**config.mk**
```make
export PLATFORM = sky130hd
export DESIGN_NAME = elbeth_mem_arbiter
export DESIGN_NICKNAME = d
export VERILOG_FILES = /design/src/rtl/elbeth_mem_arbiter.sv
export SDC_FILE = /design/constraint.sdc
export NUM_CORES = 1
export LEC_CHECK = 0
export BUFFER_PORTS_ARGS = -buffer_cell sky130_fd_sc_hd__clkbuf_2
export CAP_MARGIN = 5
export CORE_MARGIN = 4
export CORE_UTILIZATION = 41
export CTS_BUF_LIST = sky130_fd_sc_hd__clkbuf_8 sky130_fd_sc_hd__clkbuf_16
export CTS_CLUSTER_DIAMETER = 100
export DETAILED_ROUTE_END_ITERATION = 7
export PLACE_DENSITY = 0.76
export SLEW_MARGIN = 0
export SYNTH_ARGS = -nofsm -noshare
export SYNTH_HDL_FRONTEND = slang
export SYNTH_SLANG_ARGS = --single-unit
```
**constraint.sdc**
```tcl
create_clock -name i_clk -period 1.55 [get_ports i_clk]
set_input_delay 0.0775 -clock i_clk [delete_from_list [all_inputs] [get_ports i_clk]]
set_output_delay 0.0775 -clock i_clk [all_outputs]
set_load 0.02 [all_outputs]
```
**src/rtl/elbeth_mem_arbiter.sv**
```systemverilog
// elbeth_mem_arbiter: shares one memory port between N_PORTS requesters, one latched transaction at a time
//   i_clk, i_rst_n                  clock, asynchronous active-low reset
//   i_req_en/addr/rw/wdata          packed per-channel requests (rw all zeros = read)
//   o_req_ready/o_req_error         one-cycle completion/error pulse on the granted channel
//   o_req_rdata                     read data, valid with o_req_ready
//   o_mem_en/addr/rw/wdata          latched transaction toward memory
//   i_mem_rdata/ready/error         memory response
//   o_grant_id, o_timeout_flag      current/last grant, timeout abort pulse
module elbeth_mem_arbiter #(
    parameter int N_PORTS    = 2,
    parameter int ADDR_WIDTH = 14,
    parameter int DATA_WIDTH = 32,
    parameter int ARB_MODE   = 0,
    parameter int TIMEOUT    = 255
) (
    input  logic                                      i_clk,
    input  logic                                      i_rst_n,
    input  logic [N_PORTS-1:0]                        i_req_en,
    input  logic [N_PORTS*ADDR_WIDTH-1:0]             i_req_addr,
    input  logic [N_PORTS*(DATA_WIDTH/8)-1:0]         i_req_rw,
    input  logic [N_PORTS*DATA_WIDTH-1:0]             i_req_wdata,
    output logic [N_PORTS-1:0]                        o_req_ready,
    output logic [N_PORTS-1:0]                        o_req_error,
    output logic [DATA_WIDTH-1:0]                     o_req_rdata,
    output logic                                      o_mem_en,
    output logic [ADDR_WIDTH-1:0]                     o_mem_addr,
    output logic [DATA_WIDTH/8-1:0]                   o_mem_rw,
    output logic [DATA_WIDTH-1:0]                     o_mem_wdata,
    input  logic [DATA_WIDTH-1:0]                     i_mem_rdata,
    input  logic                                      i_mem_ready,
    input  logic                                      i_mem_error,
    output logic [$clog2(N_PORTS > 1 ? N_PORTS : 2)-1:0] o_grant_id,
    output logic                                      o_timeout_flag
);
    localparam int GW = $clog2(N_PORTS > 1 ? N_PORTS : 2);
    localparam int BW = DATA_WIDTH / 8;
    localparam int CW = $clog2(TIMEOUT > 2 ? TIMEOUT : 2);
    localparam logic [CW-1:0] TO_LAST = CW'(TIMEOUT > 0 ? TIMEOUT - 1 : 0);

    typedef enum logic [1:0] {IDLE, BUSY, DONE} state_t;

    state_t                r_state;
    logic                  r_mem_en;
    logic [ADDR_WIDTH-1:0] r_mem_addr;
    logic [BW-1:0]         r_mem_rw;
    logic [DATA_WIDTH-1:0] r_mem_wdata;
    logic [DATA_WIDTH-1:0] r_rdata;
    logic [N_PORTS-1:0]    r_ready;
    logic [N_PORTS-1:0]    r_error;
    logic                  r_tflag;
    logic [GW-1:0]         r_grant;
    logic [GW-1:0]         r_ptr;
    logic [CW-1:0]         r_cnt;

    logic [GW-1:0]         w_base;
    logic [GW-1:0]         w_idx;
    logic [GW-1:0]         w_win;
    logic                  w_hit;
    logic                  w_timeout;
    logic [N_PORTS-1:0]    w_onehot;

    // Fixed priority is round-robin with the pointer pinned to the last port,
    // so the search always starts at port 0.
    assign w_base    = (ARB_MODE == 1) ? GW'(N_PORTS - 1) : r_ptr;
    assign w_timeout = (TIMEOUT != 0) && (r_cnt == TO_LAST);
    assign w_onehot  = N_PORTS'(1) << r_grant;

    always_comb begin
        w_win = '0;
        w_idx = '0;
        w_hit = 1'b0;
        for (int k = 1; k <= N_PORTS; k++) begin
            w_idx = GW'((int'(w_base) + k) % N_PORTS);
            if (!w_hit && i_req_en[w_idx]) begin
                w_win = w_idx;
                w_hit = 1'b1;
            end
        end
    end

    always_ff @(posedge i_clk or negedge i_rst_n) begin
        if (!i_rst_n) begin
            r_state     <= IDLE;
            r_mem_en    <= 1'b0;
            r_mem_addr  <= '0;
            r_mem_rw    <= '0;
            r_mem_wdata <= '0;
            r_rdata     <= '0;
            r_ready     <= '0;
            r_error     <= '0;
            r_tflag     <= 1'b0;
            r_grant     <= '0;
            r_ptr       <= GW'(N_PORTS - 1);
            r_cnt       <= '0;
        end else begin
            r_ready <= '0;
            r_error <= '0;
            r_tflag <= 1'b0;
            case (r_state)
                IDLE: begin
                    if (|i_req_en) begin
                        r_state     <= BUSY;
                        r_mem_en    <= 1'b1;
                        r_mem_addr  <= i_req_addr[w_win*ADDR_WIDTH +: ADDR_WIDTH];
                        r_mem_rw    <= i_req_rw[w_win*BW +: BW];
                        r_mem_wdata <= i_req_wdata[w_win*DATA_WIDTH +: DATA_WIDTH];
                        r_grant     <= w_win;
                        r_ptr       <= w_win;
                        r_cnt       <= '0;
                    end
                end
                BUSY: begin
                    r_cnt <= r_cnt + 1'b1;
                    if (i_mem_ready || i_mem_error || w_timeout) begin
                        r_state  <= DONE;
                        r_mem_en <= 1'b0;
                        if (i_mem_ready && !i_mem_error) begin
                            r_ready <= w_onehot;
                            r_rdata <= i_mem_rdata;
                        end else begin
                            r_error <= w_onehot;
                            // a real response in the timeout cycle wins over the timeout
                            r_tflag <= !i_mem_ready && !i_mem_error;
                        end
                    end
                end
                DONE: begin
                    r_cnt   <= '0;
                    r_state <= IDLE;
                end
                default: r_state <= IDLE;
            endcase
        end
    end

    assign o_req_ready    = r_ready;
    assign o_req_error    = r_error;
    assign o_req_rdata    = r_rdata;
    assign o_mem_en       = r_mem_en;
    assign o_mem_addr     = r_mem_addr;
    assign o_mem_rw       = r_mem_rw;
    assign o_mem_wdata    = r_mem_wdata;
    assign o_grant_id     = r_grant;
    assign o_timeout_flag = r_tflag;
endmodule

```
# After elaboration in Yosys (flattened, before gate mapping)

Index checks and enable logic that the tools add are counted.
W data, S select, Z words.

Bits in registers: 100
Latch bits: 0
RAM bits: 0
Memory bits (read-only): 0
Input bits: 138
Output and inout bits: 89
Word-level logic and storage cells: 68
Memories kept: 0

Add/sub/neg operators: 3
Multipliers: 1
Div/mod/pow operators: 0
Order comparisons: 2
Eq/ne operators: 5
Shifts and indexed selects: 4
Multiplexer cells: 24
Bitwise gates (word level): 0
Reductions and logical operators: 17

Operators by type and width:

| operator              | count |
|---|---|
| $shiftx A64 B7 Y32    | 1 |
| $shiftx A28 B6 Y14    | 1 |
| $pmux W8 S3           | 1 |
| $mux W2               | 8 |
| $mux W1               | 12 |
| $add A8 B1 Y8 const B | 1 |
| $eq A8 B8 Y1 const B  | 1 |
| $mux W8               | 1 |
| $shiftx A8 B4 Y4      | 1 |
| $reduce_and A2 Y1     | 3 |
| $reduce_and A3 Y1     | 2 |
| $lt A1 B2 Y1 const B  | 2 |
| $mul A1 B3 Y4 const B | 1 |
| $ne A2 B2 Y1 const B  | 2 |
| $pmux W2 S2           | 1 |
| $logic_and A1 B1 Y1   | 3 |
| $logic_not A1 Y1      | 3 |
| $reduce_bool A3 Y1    | 1 |
| $add A1 B1 Y1 const B | 2 |
| $eq A2 B1 Y1 const B  | 1 |
| $eq A2 B2 Y1 const B  | 1 |
| $logic_not A2 Y1      | 1 |
| $logic_or A1 B1 Y1    | 2 |
| $pmux W1 S2           | 1 |
| 3 further kinds       | 3 |

# Longest topological paths before layout

Gate-level depths: netlist of the first run.

Word-level depth: 9
Gate-level depth with buffers: 5
Depth with buffers taken out: 5

# Worst setup path before layout of the first run

Ideal clock, no wire load.

Path kind: register to register
Start point: reg r_state[1]
End point: reg r_rdata[0] (netlist: o_req_rdata[0])
Arrival time: 1.376 ns
Data required time: 1.425 ns
Slack: 0.049 ns
Cell stages (with the launch flop): 6
Buffers on the path: 2
Clock period less this slack: 1.501 ns
Path through: dfrtp_1 -> buf_2 -> nand2b_4 -> nor3_4 -> buf_6 -> mux2_2

Longest elaborated chain between the ends: 2

Ends and longest elaborated chain:

| item                               | line | text |
|---|---|---|
| from (decl)                        | 42   | `state_t r_state;` |
| from (signal assigned)             | 83   | `r_state <= IDLE;` |
| from (signal assigned)             | 102  | `r_state <= BUSY;` |
| from (signal assigned)             | 115  | `r_state <= DONE;` |
| $eq A2 B1 Y1                       | 99   | `case (r_state)` |
| $reduce_and A3 Y1 (no source line) | --   |  |
| to (signal assigned)               | 119  | `r_rdata <= i_mem_rdata;` |
| to (decl)                          | 47   | `logic [DATA_WIDTH-1:0] r_rdata;` |

Every way passes these cells.
A chain may end at the register's enable or synchronous reset.

# Worst setup path after layout of the first run

Start point: reg r_ptr
End point: reg r_mem_wdata[20] (netlist: o_mem_wdata[20])

Longest elaborated chain between the ends: 8
Elaborated cells on any way between the ends: 12
Those cells by class: 2 x add/sub; 1 x shift; 7 x mux; 2 x reduce/logical

Ends and longest elaborated chain:

| item                                       | line | text |
|---|---|---|
| from (decl)                                | 52   | `logic [GW-1:0] r_ptr;` |
| from (signal assigned)                     | 93   | `r_ptr <= GW'(N_PORTS - 1);` |
| from (signal assigned)                     | 108  | `r_ptr <= w_win;` |
| $add A1 B1 Y1                              | 73   | `w_idx = GW'((int'(w_base) + k) % N_PORTS);` |
| $mux W1 (not written as such) (2 in a row) | 74   | `if (!w_hit && i_req_en[w_idx]) begin` |
| $mux W1                                    | 74   |  |
| $logic_not A1 Y1                           | 74   |  |
| $logic_and A1 B1 Y1                        | 74   |  |
| $mux W1 *                                  | 74   |  |
| $shiftx A64 B7 Y32 *                       | 106  | `r_mem_wdata <= i_req_wdata[w_win*DATA_WIDTH +: DATA_WIDTH];` |
| to (signal assigned)                       | 106  |  |
| to (decl)                                  | 46   | `logic [DATA_WIDTH-1:0] r_mem_wdata;` |

Every way passes the cells marked *; elsewhere a longest branch is shown, timed or not. The select of a mux whose other input is x is not followed.

==> impl_metrics.yaml, run 1 <==
layout:
  layout_stage_area_growth_over_the_synthesis_result_pct: 44.0
  fin_nets: 718
  antenna-diode-count: 0
  finalInstanceArea_sq_um: 6510
  post_route_cells_drive_above_1_share: 0.672
  multiInputGateArea_sq_um: 1920
  fillCellCount: 849
  regArea_sq_um: 2510
grt:
  grt_max_degree: 40
  grt_pass1_vias: 3663
  grt-ovfl-total: 0
  global_route_wire_length_before_repair_mm: 18.2
  groute.usage.overall: 0.180
  antenna_found_initial: 0
detailed_routing:
  routed-via-count: 3506
  first_pass_iters: 4
  number_of_nets_with_antenna_violations_after_detailed_routing: 0
  remaining_drc_errors: 0
  routed_wl_mm: 11.4
  initialDrtViolationCount: 157
  vias_per_cell: 4.85
  post_drt_wl_per_cell_microns: 15.8
worst_setup_path:
  setup.worst_path.end_class: "flop"
  cp-start-kind: "flop"
  worst-path-max-fanout: 25
  critPathRequiredTime_ns: 1.79
  worst_ep_arrival_time_ns: 1.80
  criticalPathCategory: "flop to flop"
logic_synthesis:
  async_reset_ff_frac: 1.00
  yosys_warnings: 0
  synth_edf_count: 0
  synth-main-ff-cell: "sky130_fd_sc_hd__dfrtp_1"
  synth_top_cell_by_area: "sky130_fd_sc_hd__dfrtp_1"
  post_synthesis_net_count: 450
  synth_cell_type_count: 37
  post_synth.cell_area_avg_sq_um: 14.6
  post-synth-top-area-fraction: 0.548
  postSynthCellCount: 310
  synth_area_sq_um: 4520
  synth.yosys.seq_area_share: 0.554
  synth_area_leaders: "sky130_fd_sc_hd__dfrtp_1 (55%), sky130_fd_sc_hd__mux2_2 (33%), sky130_fd_sc_hd__buf_6 (1.0%)"
  ys_ff_latch: 100
placed_design:
  numPortBuffers: 226
  detailed_place_hpwl_mm: 8.66
  place_congestion: 0.835
  postPlaceCellArea_sq_um: 5900
outcome:
  status: "finished, violations left"
  violations: "setup timing"
die:
  die_height_microns: 113
  die_area_sq_um: 12800
  core_region_area_sq_um: 10800
  floorplan.die.width_microns: 113
  effective_utilization_at_floorplan: 0.417
  io-pin-count: 227
  fp-row-count: 38
cts:
  tritoncts: "done"
  clock_tree.root_cell: "sky130_fd_sc_hd__clkbuf_8"
  clkSinkCount: 100
  post-cts-setup-buffers: 0
  clk_transition_reported_paths_ns: 0.08
  clockBufferDepth: 2
  clk-insertion-delay-late_ns: 0.37
  cts-buffers-inserted: 9
  h-tree-depth: 3
sta:
  report.final.slew_viol_count: 0
  finalCriticalPeriod_ns: 1.56
  timing.fmax_ghz: 0.640
  report.final.setup_viol: 12
  period_share: 1.01
  worst_clock_skew_ns: 0.0196
  worstMarginPinSlew_ns: 0.433
  rsz0062_at_grt: "true"
  maxSlewHeadroom: 0.711
  hold_viol: 0
  timing.final.ws_setup_ns: -0.0127
min_path:
  worst_hold_path_type: "primary input to flop"
power_and_ir_drop:
  power.density_cell_area_nw_per_um2: 1890
  power.total_uw: 12300
  ir_drop_v: 0.000853
  power_leakage_uw: 0.00321
run:
  drv.max_cap_violation_count: 0
worst max-delay path: stages, from the launching register on:
cell and delay (ns):
sky130_fd_sc_hd__dfstp_2 0.40, sky130_fd_sc_hd__a21boi_4 0.22, sky130_fd_sc_hd__buf_12 0.21, sky130_fd_sc_hd__mux2_2 0.36, sky130_fd_sc_hd__mux2_2 0.26
placed cells by master (no fill, tap or decap), types with 2 or more instances in the layout:
cell                            count
sky130_fd_sc_hd__a31oi_1            5
sky130_fd_sc_hd__nor2_1             5
sky130_fd_sc_hd__nor3_4             2
sky130_fd_sc_hd__ha_1               2
sky130_fd_sc_hd__nand2_1            6
sky130_fd_sc_hd__clkbuf_8          11
sky130_fd_sc_hd__dlygate4sd3_1     35
sky130_fd_sc_hd__inv_1              4
sky130_fd_sc_hd__o21ai_0            4
sky130_fd_sc_hd__inv_6              2
sky130_fd_sc_hd__nand3_1            4
sky130_fd_sc_hd__buf_12             7
sky130_fd_sc_hd__dfrtp_2            2
sky130_fd_sc_hd__mux2_2           124
sky130_fd_sc_hd__and4_1             2
sky130_fd_sc_hd__mux2_4             7
sky130_fd_sc_hd__bufinv_16          2
sky130_fd_sc_hd__a21oi_1            2
sky130_fd_sc_hd__a22o_1             2
sky130_fd_sc_hd__a21o_1             2
sky130_fd_sc_hd__nor3_1             2
sky130_fd_sc_hd__nor4_1             4
sky130_fd_sc_hd__clkbuf_2         225
sky130_fd_sc_hd__and3_1             2
sky130_fd_sc_hd__buf_4              6
sky130_fd_sc_hd__dfrtp_1           97
per-stage QoR:
step,utilization,setup TNS [ns],worst slack [ns],cells,hold slack [ns]
2_1_floorplan,-,0,0.0491,310,-0.218
3_3_place_gp,0.544,0,0.0263,672,0.0406
3_5_place_dp,0.544,-0.0509,-0.0132,672,0.0574
4_1_cts,0.599,-0.0892,-0.0197,723,0.00740
5_1_grt,0.601,-1.60,-0.0541,723,0.0273
6_report,0.601,-0.0640,-0.0127,723,0.0253
Yosys cell counts, drive strengths merged, types with 2 or more instances:
master / instances
inv: 3
nand3: 4
buf: 16
ha: 2
a21o: 2
and3: 2
a21oi: 2
nand2: 6
dfrtp: 99
o21ai: 4
nor4: 4
a31oi: 5
a22o: 2
nor3: 4
and4: 2
nor2: 5
mux2: 132
a21boi: 2
cell families after synthesis:
kind of cell	Yosys count	share of synthesized area
adder cells (fa/ha/maj)	2	0.00553
buffers and inverters	19	0.0285
XOR/XNOR	1	0.00194
AO/OA/AOI/OAI	23	0.0360
multiplexers	132	0.329
AND/OR/NAND/NOR	33	0.0457
flip-flops	100	0.554
repair_timing:
item	in CTS	in global routing
setup endpoints to repair	15	87
resized for setup	3	7
gates cloned	0	0
endpoints found under the hold margin	65	0
hold buffers	35	0
cell type report:
| cell class | count | share of cell area |
|---|---|---|
| inverter | 3 | 0.00173 |
| clock inverter | 5 | 0.0125 |
| tap | 140 | 0.0269 |
| clock buffer | 11 | 0.0233 |
| timing repair buffer | 273 | 0.255 |
| sequential | 100 | 0.385 |
| multi-input combinational | 191 | 0.295 |
worst paths after layout:
kind | slack [ns] | startpoint | depth (start not counted) | endpoint
setup reg to reg | -0.01 | r_ptr | 4 | o_mem_wdata[20]
setup / recovery | -0.01 | r_ptr | 4 | o_mem_wdata[20]
hold / removal | 0.03 | i_req_en[1] | 3 | r_ptr
hold reg to reg | 0.49 | r_cnt[7] | 1 | r_cnt[7]
min in group asynchronous | 0.18 | i_rst_n | 2 | o_req_rdata[30]
max in group asynchronous | 0.76 | i_rst_n | 3 | r_ptr
sequential cells by signal, indices dropped and copies added (netlist names), 2 cells and up:
register     count
o_mem_wdata     32
o_req_rdata     32
o_mem_addr      14
r_cnt            8
o_mem_rw         4
o_req_error      2
o_req_ready      2
r_state          2
power breakdown:
group | leakage [uW] | switching (uW) | internal, uW
clock network | 0.000122 | 877 | 1000
registers | 0.00120 | 731 | 3850
logic | 0.00189 | 3130 | 2690
routing by layer:
metal  track usage  up-vias  share of wire
li1              -     1670              -
met1         0.205     1700           0.38
met2         0.331      123           0.54
met3        0.0433       13          0.068
met4        0.0569        0          0.013
met5             0        -              0
No activity file was read; power rests on OpenSTA's default activity.
==> run 2: changes to the inputs <==
- CORE_ASPECT_RATIO: not set -> 0.7
- CORE_MARGIN: 4 -> not set
- clock period: 1.55 -> 1.35 ns (I/O delays scaled with it)
==> impl_metrics.yaml, run 2 (synthesized netlist as in run 1, its figures left out) <==
power_and_ir_drop:
  seq_power_share: 0.329
  power_switching_uw: 6200
  clkPwrFrac: 0.151
  internal-power_uw: 10100
  power_leakage_uw: 0.00376
  share_comb_of_total_power: 0.520
  ir_drop_v: 0.00109
  power.density_cell_area_nw_per_um2: 2210
  netSwitchingFraction: 0.381
outcome:
  status: "finished, violations left"
  violations: "setup timing"
die:
  io-pin-count: 227
  effective_utilization_at_floorplan: 0.429
  floorplan.die.width_microns: 128
  die_height_microns: 89.9
  core_region_area_sq_um: 10600
  fp-row-count: 31
  die_area_sq_um: 11500
detailed_routing:
  vias_per_cell: 4.91
  first_pass_iters: 4
  routed_wl_mm: 13.6
  initialDrtViolationCount: 131
  number_of_nets_with_antenna_violations_after_detailed_routing: 0
  post_drt_wl_per_cell_microns: 17.9
  routed-via-count: 3715
  remaining_drc_errors: 0
placed_design:
  place_congestion: 0.771
  dp_worst_setup_slack_ns: -0.252
  numPortBuffers: 226
  detailed_place_hpwl_mm: 7.84
sta:
  period_share: 1.19
  rsz0062_at_grt: "true"
  report.final.setup_viol: 86
  timing.final.ws_setup_ns: -0.256
  finalCriticalPeriod_ns: 1.61
  worst_clock_skew_ns: 0.00793
  hold_viol: 0
  maxSlewHeadroom: 0.636
  report.final.slew_viol_count: 0
  worstMarginPinSlew_ns: 0.547
  timing.fmax_ghz: 0.623
grt:
  global_route_wire_length_before_repair_mm: 20.5
  grt_max_degree: 101
  grt-ovfl-total: 0
  groute.usage.overall: 0.229
  antenna_found_initial: 1
  grt_pass1_vias: 3976
layout:
  commonest_cells_after_routing_fill_and_taps_aside: "sky130_fd_sc_hd__clkbuf_2 (225), sky130_fd_sc_hd__mux2_4 (99), sky130_fd_sc_hd__dfrtp_1 (96)"
  final_core_util: 0.700
  fin_nets: 743
  final_common_cell: "sky130_fd_sc_hd__clkbuf_2"
  post_route_cells_drive_above_1_share: 0.714
  layout_stage_area_growth_over_the_synthesis_result_pct: 63.3
worst_setup_path:
  setup.worst_path.end_class: "flop"
  critPathRequiredTime_ns: 1.57
  timing.reg2reg.setup_slack_ns: -0.26
  worst_ep_arrival_time_ns: 1.82
  criticalPathCategory: "flop to flop"
  worst-path-max-fanout: 9
  cp-start-kind: "flop"
cts:
  tritoncts: "done"
  clkSinkCount: 100
  h-tree-depth: 3
  cts-buffers-inserted: 9
  clk-insertion-delay-late_ns: 0.34
  clock_tree.root_cell: "sky130_fd_sc_hd__clkbuf_16"
  clockBufferDepth: 2
  clk_transition_reported_paths_ns: 0.07
run:
  drv.max_cap_violation_count: 0
min_path:
  worst_hold_path_type: "primary input to flop"
run 2: cell count changes in the layout (fill, tap and decap cells not counted), sizes merged:
| cell | delta |
|---|---|
| clkinv | +2 |
| bufinv | -2 |
| diode | +1 |
| buf | +23 |
| inv | +1 |
| clkbuf | +2 |
| dlygate4sd3 | -1 |
run 2: timing repair:
action	4_1_cts	5_1_grt
setup endpoints to repair	90	95
buffers inserted	5	4
pin swaps	6	8
hold endpoints to repair	133	0
resized for setup	67	43
hold buffers	34	0
gates cloned	3	4
run 2: metrics by stage:
| step | power [uW] | hold slack (ns) | cells | setup TNS [ns] | cell area [sq um] |
|---|---|---|---|---|---|
| finish | 16300 | 0.0826 | 757 | -18.20 | 7390 |
| global route | 17200 | 0.0748 | 757 | -21.14 | 7390 |
| CTS | 15800 | 0.0461 | 754 | -15.12 | 7160 |
| detailed placement | 12300 | 0.177 | 696 | -14.16 | 6150 |
| global placement | 12000 | 0.174 | 696 | -11.07 | 6150 |
| floorplan | 9830 | -0.228 | 310 | -9.17 | 4710 |
run 2: worst paths after layout:
kind,end,cells after the start,startpoint
worst max register to register,o_mem_wdata[23],5,r_ptr
worst min register to register,r_cnt[7],1,r_cnt[7]
worst min-delay path,o_mem_addr[1],3,i_req_addr[15]
worst max-delay path,o_mem_wdata[23],5,r_ptr
max in group asynchronous,r_state[0],3,i_rst_n
min in group asynchronous,o_mem_addr[10],3,i_rst_n
run 2: per-layer routing:
| metal | vias to the layer above | part of all wire | GRT usage | wire (microns) |
|---|---|---|---|---|
| met1 | 1817 | 0.40 | 0.262 | 5370 |
| li1 | 1717 | - | - | - |
| met5 | - | 0 | 0 | 0 |
| met2 | 160 | 0.52 | 0.414 | 7020 |
| met4 | 0 | 0.019 | 0.0734 | 257 |
| met3 | 21 | 0.068 | 0.0613 | 921 |
run 2: layout make-up:
| class | count | area (sq um) |
|---|---|---|
| multi-input cells | 191 | 2400 |
| well taps | 148 | 185 |
| clock inverters | 6 | 46.3 |
| fillers | 706 | 3160 |
| diodes | 1 | 2.50 |
| repair buffers | 298 | 1990 |
| flip-flops and latches | 100 | 2510 |
| clock buffers | 10 | 239 |
| inverters | 3 | 11.3 |
run 2: power by group through the flow:
stage          Clock [uW]  Sequential (uW)  Combinational, uW
6_report             2460             5360               8480
5_1_grt              2650             5520               8970
4_1_cts              2530             5280               7980
3_5_place_dp            0             5280               6990
3_3_place_gp            0             5210               6840
2_1_floorplan           0             6830               3000
run 2: critical path, stage by stage, from the launching register on:
cell and delay, ns:
sky130_fd_sc_hd__dfstp_2 0.55, sky130_fd_sc_hd__a21boi_4 0.07, sky130_fd_sc_hd__buf_12 0.14, sky130_fd_sc_hd__clkbuf_16 0.17, sky130_fd_sc_hd__mux2_4 0.30, sky130_fd_sc_hd__mux2_4 0.26
==> run 3: changes to the inputs <==
- RECOVER_POWER: not set -> 25
- SETUP_SLACK_MARGIN: not set -> 0.15
==> impl_metrics.yaml, run 3 (synthesized netlist as in run 1, its figures left out) <==
cts:
  clk_transition_reported_paths_ns: 0.07
  cts-buffers-inserted: 9
  h-tree-depth: 3
  clock_tree.root_cell: "sky130_fd_sc_hd__clkbuf_16"
  clk-insertion-delay-late_ns: 0.34
  clockBufferDepth: 2
  clkSinkCount: 100
  tritoncts: "done"
detailed_routing:
  met3WireLength_microns: 807
  routed-via-count: 3859
  wl_met1_mm: 5.84
  dr_wl_met2_mm: 7.02
  first_pass_iters: 4
  initialDrtViolationCount: 151
  vias_per_cell: 5.07
  number_of_nets_with_antenna_violations_after_detailed_routing: 0
  routed_wl_mm: 14.0
  remaining_drc_errors: 0
  highest_layer: "met4"
  post_drt_wl_per_cell_microns: 18.3
worst_setup_path:
  path_common_cell: "sky130_fd_sc_hd__mux2_4"
  crit_family: "flip-flops"
  cp-start-kind: "flop"
  slowest_delay_ns: 0.55
  critPathRequiredTime_ns: 1.57
  cpMaxStageDelayCell: "sky130_fd_sc_hd__dfstp_2"
  count_of_buffer_and_inverter_cells_on_the_critical_path: 2
  worst-path-max-fanout: 5
  path_cells: "a21boi_4 -> buf_8 -> clkbuf_16 -> mux2_4 -> mux2_4"
  worst_ep_arrival_time_ns: 1.82
  setup.worst_path.end_class: "flop"
  criticalPathCategory: "flop to flop"
placed_design:
  detailed_place_hpwl_mm: 7.93
  dpl.cell_count: 685
  place_congestion: 0.776
  numPortBuffers: 226
  postPlaceCellArea_sq_um: 6090
grt:
  groute.usage.overall: 0.233
  global_route_wire_length_before_repair_mm: 20.6
  grt_max_degree: 45
  grt-ovfl-total: 0
  grt_pass1_vias: 3982
  antenna_found_initial: 0
layout:
  finalInstanceArea_sq_um: 7590
  layout_stage_area_growth_over_the_synthesis_result_pct: 67.8
  post_route_cells_drive_above_1_share: 0.723
  antenna-diode-count: 0
  fin_nets: 748
  final_common_cell: "sky130_fd_sc_hd__clkbuf_2"
  commonest_cells_after_routing_fill_and_taps_aside: "sky130_fd_sc_hd__clkbuf_2 (226), sky130_fd_sc_hd__mux2_4 (127), sky130_fd_sc_hd__dfrtp_1 (97)"
  final_cells: 761
sta:
  period_share: 1.19
  maxSlewHeadroom: 0.570
  report.final.slew_viol_count: 0
  finalHoldWorstSlack_ns: 0.0780
  timing.final.ws_setup_ns: -0.250
  report.final.setup_viol: 85
  worst_clock_skew_ns: 0.0135
  worstMarginPinSlew_ns: 0.645
  finalCriticalPeriod_ns: 1.60
  hold_viol: 0
  rsz0062_at_grt: "true"
  timing.fmax_ghz: 0.625
die:
  die_height_microns: 89.9
  fp-row-count: 31
  die_area_sq_um: 11500
  io-pin-count: 227
  floorplan.die.width_microns: 128
  effective_utilization_at_floorplan: 0.429
  core_region_area_sq_um: 10600
power_and_ir_drop:
  power.total_uw: 16700
  ir_drop_v: 0.00112
  power.density_cell_area_nw_per_um2: 2200
  power_leakage_uw: 0.00391
outcome:
  status: "finished, violations left"
  violations: "setup timing"
run:
  drv.max_cap_violation_count: 0
min_path:
  worst_hold_path_type: "primary input to flop"
-- run 3: changes by cell type in the layout (fill, tap and decap cells not counted), sizes merged --
cell / delta
clkinvlp: +3
inv: -2
buf: +4
diode: -1
-- run 3: metal layers --
layer | vias up | track usage
met4 | 0 | 0.0744
li1 | 1721 | -
met2 | 169 | 0.408
met5 | - | 0
met3 | 24 | 0.0571
met1 | 1945 | 0.281
-- run 3: path summary, 6_finish.rpt --
check	from	cells after the start	slack, ns	end
min in group asynchronous	i_rst_n	2	0.27	o_req_rdata[10]
max in group asynchronous	i_rst_n	3	0.23	r_ptr
worst max-delay path	r_ptr	5	-0.25	o_mem_wdata[18]
worst min register to register	r_cnt[7]	1	0.50	r_cnt[7]
worst min-delay path	i_req_en[0]	3	0.08	r_ptr
worst max register to register	r_ptr	5	-0.25	o_mem_wdata[18]
-- run 3: repair_timing --
action                                  CTS  global route
pin swaps                                 7             7
hold buffers                             34             0
gates resized for setup                  74            68
endpoints found under the setup margin   96            97
buffers inserted                         10             4
cloned                                    8             4
endpoints found under the hold margin   133             0
-- run 3: layout make-up --
type,count,area [sq um]
well taps,148,185
repair buffers,303,2120
clock buffers,9,225
flip-flops and latches,100,2510
clock inverters,7,50.0
fillers,691,2960
multi-input cells,191,2490
inverters,3,11.3
-- run 3: where the power goes --
| group | switching [uW] | internal [uW] | total (uW) |
|---|---|---|---|
| combinational | 4300 | 4620 | 8920 |
| clock | 1150 | 1260 | 2410 |
| sequential | 919 | 4430 | 5350 |
| total | 6370 | 10300 | 16700 |
-- run 3: per-stage QoR --
stage          setup slack (ns)  setup TNS (ns)  utilization
6_report                 -0.250          -14.62        0.719
2_1_floorplan            -0.134           -9.22            -
3_5_place_dp             -0.249          -13.29        0.577
5_1_grt                  -0.280          -17.73        0.719
4_1_cts                  -0.240          -13.78        0.685
3_3_place_gp             -0.190           -9.97        0.577
-- run 3: worst register-to-register path, cell delays in order (launching register included) --
cell and delay [ns]:
sky130_fd_sc_hd__dfstp_2 0.55, sky130_fd_sc_hd__a21boi_4 0.08, sky130_fd_sc_hd__buf_8 0.15, sky130_fd_sc_hd__clkbuf_16 0.16
sky130_fd_sc_hd__mux2_4 0.29, sky130_fd_sc_hd__mux2_4 0.26
